<file path="src/rtl/bp_common_pkg.sv">
// Shared SV39 constants and typedefs for the page-table walker.
package bp_common_pkg;

    localparam int unsigned sv39_vaddr_width_gp       = 39;
    localparam int unsigned sv39_paddr_width_gp       = 56;
    localparam int unsigned sv39_pte_width_gp         = 64;
    localparam int unsigned sv39_page_offset_width_gp = 12;
    localparam int unsigned sv39_levels_gp            = 3;
    localparam int unsigned sv39_vpn_width_gp         = 27;
    localparam int unsigned sv39_ppn_width_gp         = 44;
    localparam int unsigned sv39_vpn_seg_width_gp     = 9;

    typedef enum logic [1:0] {
        E_IDLE,
        E_SEND,
        E_WAIT,
        E_DONE
    } bp_ptw_state_e;

    typedef struct packed {
        logic [9:0]                   reserved;
        logic [sv39_ppn_width_gp-1:0] ppn;
        logic [1:0]                   rsw;
        logic                         d;
        logic                         a;
        logic                         g;
        logic                         u;
        logic                         x;
        logic                         w;
        logic                         r;
        logic                         v;
    } bp_sv39_pte_s;

    typedef struct packed {
        logic [sv39_vpn_width_gp-1:0] vpn;
        logic [sv39_ppn_width_gp-1:0] ppn;
        logic [1:0]                   level;
        logic [7:0]                   flags;
        logic                         fault;
    } bp_ptw_fill_s;

    // PPN bits that a superpage leaf at the given level takes from the VPN.
    function automatic logic [sv39_ppn_width_gp-1:0] superpage_mask(input logic [1:0] level);
        logic [sv39_ppn_width_gp-1:0] mask;
        case (level)
            2'd1:    mask = {{(sv39_ppn_width_gp-sv39_vpn_seg_width_gp){1'b0}},
                             {sv39_vpn_seg_width_gp{1'b1}}};
            2'd2:    mask = {{(sv39_ppn_width_gp-2*sv39_vpn_seg_width_gp){1'b0}},
                             {(2*sv39_vpn_seg_width_gp){1'b1}}};
            default: mask = '0;
        endcase
        return mask;
    endfunction

endpackage

</file>
<file path="src/rtl/bp_sv39_pte_decode.sv">
// Combinational SV39 PTE classifier: leaf/pointer, fault, composed leaf PPN.
module bp_sv39_pte_decode
    import bp_common_pkg::*;
(
    input  bp_sv39_pte_s                 pte_i,
    input  logic [1:0]                   level_i,
    input  logic [sv39_vpn_width_gp-1:0] vpn_i,
    output logic                         is_leaf_o,
    output logic                         fault_o,
    output logic [sv39_ppn_width_gp-1:0] ppn_o
);

    logic [sv39_ppn_width_gp-1:0] mask;
    logic [sv39_ppn_width_gp-1:0] vpn_ext;
    logic                         unused_pte_bits;

    assign mask            = superpage_mask(level_i);
    assign vpn_ext         = {{(sv39_ppn_width_gp-sv39_vpn_width_gp){1'b0}}, vpn_i};
    assign unused_pte_bits = ^{pte_i.reserved, pte_i.rsw, pte_i.d, pte_i.g, pte_i.u};

    // Classify the PTE; a faulting PTE always yields a zero PPN.
    always_comb begin
        is_leaf_o = pte_i.r | pte_i.x;
        fault_o   = 1'b0;
        ppn_o     = '0;
        if (!pte_i.v || (!pte_i.r && pte_i.w)) begin
            fault_o = 1'b1;
        end else if (is_leaf_o) begin
            if (((pte_i.ppn & mask) != '0) || !pte_i.a) begin
                fault_o = 1'b1;
            end else begin
                ppn_o = (pte_i.ppn & ~mask) | (vpn_ext & mask);
            end
        end else if (level_i == 2'd0) begin
            fault_o = 1'b1;
        end
    end

endmodule

</file>
<file path="src/rtl/bp_sv39_ptw.sv">
// SV39 hardware page-table walker: one outstanding PTE read per level.
module bp_sv39_ptw
    import bp_common_pkg::*;
#(
    parameter int unsigned vaddr_width_p       = 39,
    parameter int unsigned paddr_width_p       = 56,
    parameter int unsigned pte_width_p         = 64,
    parameter int unsigned page_offset_width_p = 12,
    parameter int unsigned levels_p            = 3,
    localparam int unsigned vpn_width_lp       = vaddr_width_p - page_offset_width_p,
    localparam int unsigned ppn_width_lp       = paddr_width_p - page_offset_width_p,
    localparam int unsigned vpn_seg_width_lp   = vpn_width_lp / levels_p
) (
    input  logic                     clk_i,
    input  logic                     reset_i,
    input  logic [ppn_width_lp-1:0]  satp_ppn_i,
    input  logic                     miss_v_i,
    input  logic [vpn_width_lp-1:0]  miss_vpn_i,
    output logic                     miss_ready_o,
    output logic                     mem_req_v_o,
    output logic [paddr_width_p-1:0] mem_req_addr_o,
    input  logic                     mem_req_ready_i,
    input  logic                     mem_resp_v_i,
    input  logic [pte_width_p-1:0]   mem_resp_data_i,
    output logic                     fill_v_o,
    output logic [vpn_width_lp-1:0]  fill_vpn_o,
    output logic [ppn_width_lp-1:0]  fill_ppn_o,
    output logic [1:0]               fill_level_o,
    output logic [7:0]               fill_flags_o,
    output logic                     fill_fault_o,
    input  logic                     fill_yumi_i
);

    localparam logic [1:0] root_level_lp = 2'(levels_p - 1);

    bp_ptw_state_e               state_q, state_d;
    logic [vpn_width_lp-1:0]     vpn_q, vpn_d;
    logic [ppn_width_lp-1:0]     base_ppn_q, base_ppn_d;
    logic [1:0]                  level_q, level_d;
    bp_ptw_fill_s                fill_q, fill_d;

    bp_sv39_pte_s                pte;
    logic [vpn_seg_width_lp-1:0] vpn_seg;
    logic                        dec_is_leaf;
    logic                        dec_fault;
    logic [ppn_width_lp-1:0]     dec_ppn;

    assign pte = bp_sv39_pte_s'(mem_resp_data_i);

    bp_sv39_pte_decode pte_decode (
        .pte_i     (pte),
        .level_i   (level_q),
        .vpn_i     (vpn_q),
        .is_leaf_o (dec_is_leaf),
        .fault_o   (dec_fault),
        .ppn_o     (dec_ppn)
    );

    // Select the VPN segment indexing the table at the current level.
    always_comb begin
        case (level_q)
            2'd0:    vpn_seg = vpn_q[vpn_seg_width_lp-1:0];
            2'd1:    vpn_seg = vpn_q[2*vpn_seg_width_lp-1:vpn_seg_width_lp];
            2'd2:    vpn_seg = vpn_q[3*vpn_seg_width_lp-1:2*vpn_seg_width_lp];
            default: vpn_seg = '0;
        endcase
    end

    // Next-state, datapath updates and handshake outputs.
    always_comb begin
        state_d    = state_q;
        vpn_d      = vpn_q;
        base_ppn_d = base_ppn_q;
        level_d    = level_q;
        fill_d     = fill_q;

        miss_ready_o   = (state_q == E_IDLE);
        mem_req_v_o    = (state_q == E_SEND);
        fill_v_o       = (state_q == E_DONE);
        mem_req_addr_o = {base_ppn_q, {page_offset_width_p{1'b0}}}
                       + paddr_width_p'({vpn_seg, 3'b000});

        case (state_q)
            E_IDLE: begin
                if (miss_v_i) begin
                    vpn_d      = miss_vpn_i;
                    base_ppn_d = satp_ppn_i;
                    level_d    = root_level_lp;
                    state_d    = E_SEND;
                end
            end
            E_SEND: begin
                if (mem_req_ready_i) begin
                    state_d = E_WAIT;
                end
            end
            E_WAIT: begin
                if (mem_resp_v_i) begin
                    if (dec_fault || dec_is_leaf) begin
                        fill_d.vpn   = vpn_q;
                        fill_d.ppn   = dec_ppn;
                        fill_d.level = level_q;
                        fill_d.flags = mem_resp_data_i[7:0];
                        fill_d.fault = dec_fault;
                        state_d      = E_DONE;
                    end else begin
                        base_ppn_d = pte.ppn;
                        level_d    = level_q - 2'd1;
                        state_d    = E_SEND;
                    end
                end
            end
            E_DONE: begin
                if (fill_yumi_i) begin
                    state_d = E_IDLE;
                end
            end
            default: state_d = E_IDLE;
        endcase

        fill_vpn_o   = fill_q.vpn;
        fill_ppn_o   = fill_q.ppn;
        fill_level_o = fill_q.level;
        fill_flags_o = fill_q.flags;
        fill_fault_o = fill_q.fault;
    end

    // State and datapath registers, cleared asynchronously.
    always_ff @(posedge clk_i or posedge reset_i) begin
        if (reset_i) begin
            state_q    <= E_IDLE;
            vpn_q      <= '0;
            base_ppn_q <= '0;
            level_q    <= '0;
            fill_q     <= '0;
        end else begin
            state_q    <= state_d;
            vpn_q      <= vpn_d;
            base_ppn_q <= base_ppn_d;
            level_q    <= level_d;
            fill_q     <= fill_d;
        end
    end

endmodule

</file>
<file path="config.mk">
export PLATFORM = sky130hd
export DESIGN_NAME = bp_sv39_ptw
export DESIGN_NICKNAME = d
export VERILOG_FILES = /design/src/rtl/bp_common_pkg.sv /design/src/rtl/bp_sv39_pte_decode.sv /design/src/rtl/bp_sv39_ptw.sv
export SDC_FILE = /design/constraint.sdc
export NUM_CORES = 1
export LEC_CHECK = 0
export ABC_AREA = 1
export BUFFER_PORTS_ARGS = -buffer_cell sky130_fd_sc_hd__buf_2
export CAP_MARGIN = 20
export CORE_ASPECT_RATIO = 2
export CORE_MARGIN = 5
export CORE_UTILIZATION = 46
export CTS_BUF_LIST = sky130_fd_sc_hd__clkbuf_8
export CTS_CLUSTER_DIAMETER = 100
export DETAILED_ROUTE_END_ITERATION = 8
export PLACE_DENSITY = 0.76
export RECOVER_POWER = 50
export SYNTH_ARGS = -nofsm -noshare
export SYNTH_HDL_FRONTEND = slang
export SYNTH_SLANG_ARGS = --single-unit
</file>
<file path="constraint.sdc">
create_clock -name clk_i -period 5 [get_ports clk_i]
set_input_delay 1 -clock clk_i [delete_from_list [all_inputs] [get_ports clk_i]]
set_output_delay 1 -clock clk_i [all_outputs]
set_load 0.02 [all_outputs]
</file>
==> impl_metrics.csv <==
group,metric,value,unit
clock_tree,cts_made_buffers,17,
clock_tree,clk_latency,0.46,ns
synthesis,async_reset_ff_frac,1.00,
sta,min_period_over_period,0.737,
final_layout,layout-drive-gt1-share,0.258,
clock_tree,clockBufferDepth,2,
worst_setup_path,path_cells,"inv_1 > nand2_1 > clkbuf_1 > o21ai_0 > inv_1 > nand3_4 > buf_16 > nand2_1 > o21ai_1",
worst_setup_path,cp_slowest_stage_delay,1.57,ns
sta,period_needed,3.69,ns
drt,route.detailed.drc,0,
worst_setup_path,critPathSlowestCell,"clkbuf_1",
placement,dp_hpwl,16200,µm
placement,gp_congestion,0.880,
synthesis,synth_warnings,0,
synthesis,synth_edf_count,0,
final_layout,syn2layout_area_growth,23.5,%
power,vdd_drop_max,423,µV
synthesis,yosysMostFrequentCell,"nand2_1",
global_routing,grt_usage,0.233,
die,fp.dieW,99.5,µm
worst_hold_path,hold_class,"reg -> reg",
clock_tree,root_buffer,"clkbuf_8",
final_layout,nets,1283,
clock_tree,clkTransAtPathRegs,0.08,ns
global_routing,antenna_found_initial,0,
synthesis,yosys-top-cells-count,"419 x nand2_1, 157 x dfrtp_1, 57 x nor2_1",
synthesis,syn_area,7370,µm²
clock_tree,hold_buffers,0,
drt,drtAntennaViolNets,0,
final_layout,antenna_cells,0,
sta,final.setup.tns,0,ns
placement,port-buffer-count,266,
sta,slew_violations,148,
worst_setup_path,r2r-start,"state_q[0]",
synthesis,seq_area_frac_synth,0.533,
worst_setup_path,cp_max_fo,76,
synthesis,ys.flop_type,"dfrtp_1",
sta,setup_viol,0,
sta,max_slew_margin,-0.453,
synthesis,yosys-top-cells-area,"dfrtp_1 53%, nand2_1 21%, mux2_2 4.1%",
sta,hold_viol_final,0,
clock_tree,cts_tree,"done",
run,maxCapViolCount,3,
power,leakage,5.12,nW
drt,viasPerCell,4.89,
synthesis,synth.distinct_cells,25,
power,power_density,636,nW/µm²
drt,vias,6614,
worst_hold_path,min_from,"fill_vpn_o[1]",
placement,dp_slack,1.85,ns
drt,drt-wirelength-per-cell,16.3,µm
worst_setup_path,cp.arrival,4.01,ns
worst_setup_path,worst_setup_path_start_kind,"flop",
clock_tree,cts_sinks,157,
global_routing,grt_max_degree,93,
outcome,violations,"max-capacitance violations, max-slew violations",
clock_tree,postCtsSetupBuffers,0,
worst_setup_path,endpoint_kind,"flop",
outcome,status,"complete, but fails checks",
drt,routed_wl,22100,µm
sta,fmax,271,MHz
final_layout,final_util,0.577,
global_routing,grt_pass1_wl,34200,µm
die,die_area,18800,µm²
drt,drt_iter0_drc,323,
sta,clock_skew,0.0195,ns
synthesis,syn_area_per_cell,8.20,µm²
sta,fin_ws,1.31,ns
die,initial_core_util,0.467,
synthesis,synth_top_cell_by_area,"dfrtp_1",
global_routing,grt_pass1_vias,6465,
clock_tree,htreeDepth,4,
global_routing,overflow,0,
die,placementRows,65,
drt,dr.pass1.iters,5,
worst_setup_path,path_class,"reg -> reg",
power,power,0.00579,W
synthesis,syn_inst,899,
sta,worst_pin_slew,2.18,ns
sta,rsz0062_at_grt,"no",
die,io_pins,282,
die,design.core.area,15800,µm²
synthesis,ys_seq_elements,157,
die,dieHeight,189,µm
clock_tree,cts_resized,0,
worst_setup_path,required,5.33,ns
worst_setup_path,cp-startpoint,"state_q[0]",
synthesis,netlist.area_leader.share,0.533,
## layout by cell type, fill, tap and decap left out, types with 2 or more instances in the layout
cell / count
a21oi_1: 4
buf_12: 2
buf_2: 229
bufinv_16: 3
clkbuf_1: 38
clkbuf_8: 17
clkinv_2: 6
clkinvlp_4: 2
conb_1: 3
dfrtp_1: 157
ha_1: 4
inv_1: 42
mux2_2: 27
mux2i_1: 26
nand2_1: 421
nand3_1: 11
nand3_4: 2
nor2_1: 58
nor2_4: 2
nor3_1: 2
o21ai_0: 37
o21ai_1: 49
## state kept, by name (all words and copies together) (netlist names)
name and count:
level_q 2, fill_level_o 2, state_q 2, fill_ppn_o 44, vpn_q 27, fill_vpn_o 27, fill_fault_o 1, fill_flags_o 8
base_ppn_q 44
## power by group
part           internal [W]  total (W)  switching, W
logic              0.000916    0.00272       0.00181
clock network      0.000484   0.000967      0.000483
registers           0.00176    0.00211      0.000346
## path summary, 6_finish.rpt
kind / endpoint / slack (ns) / cells past startpoint
max: base_ppn_q[15] / 1.31 / 9
min: fill_vpn_o[1] / 0.48 / 2
max reg2reg: base_ppn_q[15] / 1.31 / 9
min reg2reg: fill_vpn_o[1] / 0.48 / 2
max in group asynchronous: fill_ppn_o[17] / 1.45 / 3
min in group asynchronous: fill_flags_o[5] / 0.95 / 2
## metrics by stage
step           instance area [µm²]  instances  hold WS (ns)
2_1_floorplan                 7390        901         0.458
3_3_place_gp                  8740       1318         0.458
3_5_place_dp                  8740       1318         0.460
4_1_cts                       9130       1350         0.482
5_1_grt                       9110       1352         0.496
6_report                      9110       1352         0.479
## critical path, delay by kind of cell, from the launching register on
kind                   cells  cell delay, ns
AOI/OAI and AO/OA          2            0.44
and+or+nand+nor            3            0.48
DFF                        1            0.39
buffers and inverters      4            2.19
## metal layers
metal  wire [µm]  vias up  track usage
li1            -     3275            -
met1        8230     3055        0.266
met2       11900      245        0.418
met3        1240       39       0.0420
met4         695        0        0.104
met5           0        -            0
## final cells by class
type	count	area [µm²]
Tap cell	201	251
Timing Repair Buffer	272	1370
Multi-Input combinational cell	647	3000
Clock buffer	17	234
Sequential cell	157	3930
Inverter	43	165
Clock inverter	15	155
Fill cell	1496	6670
## kinds of logic (layout without fill, tap and decap cells)
family                   count (synthesis)  after routing  synth area share
other                                    1              3          0.000509
adder cells (fa/ha/maj)                  4              4           0.00679
AND/OR/NAND/NOR                        497            497             0.258
multiplexers                            53             53            0.0765
AO/OA/AOI/OAI                           90             90            0.0611
flip-flops                             157            157             0.533
buffers and inverters                   97            347            0.0641
No activity file was read; power rests on OpenSTA's default activity.
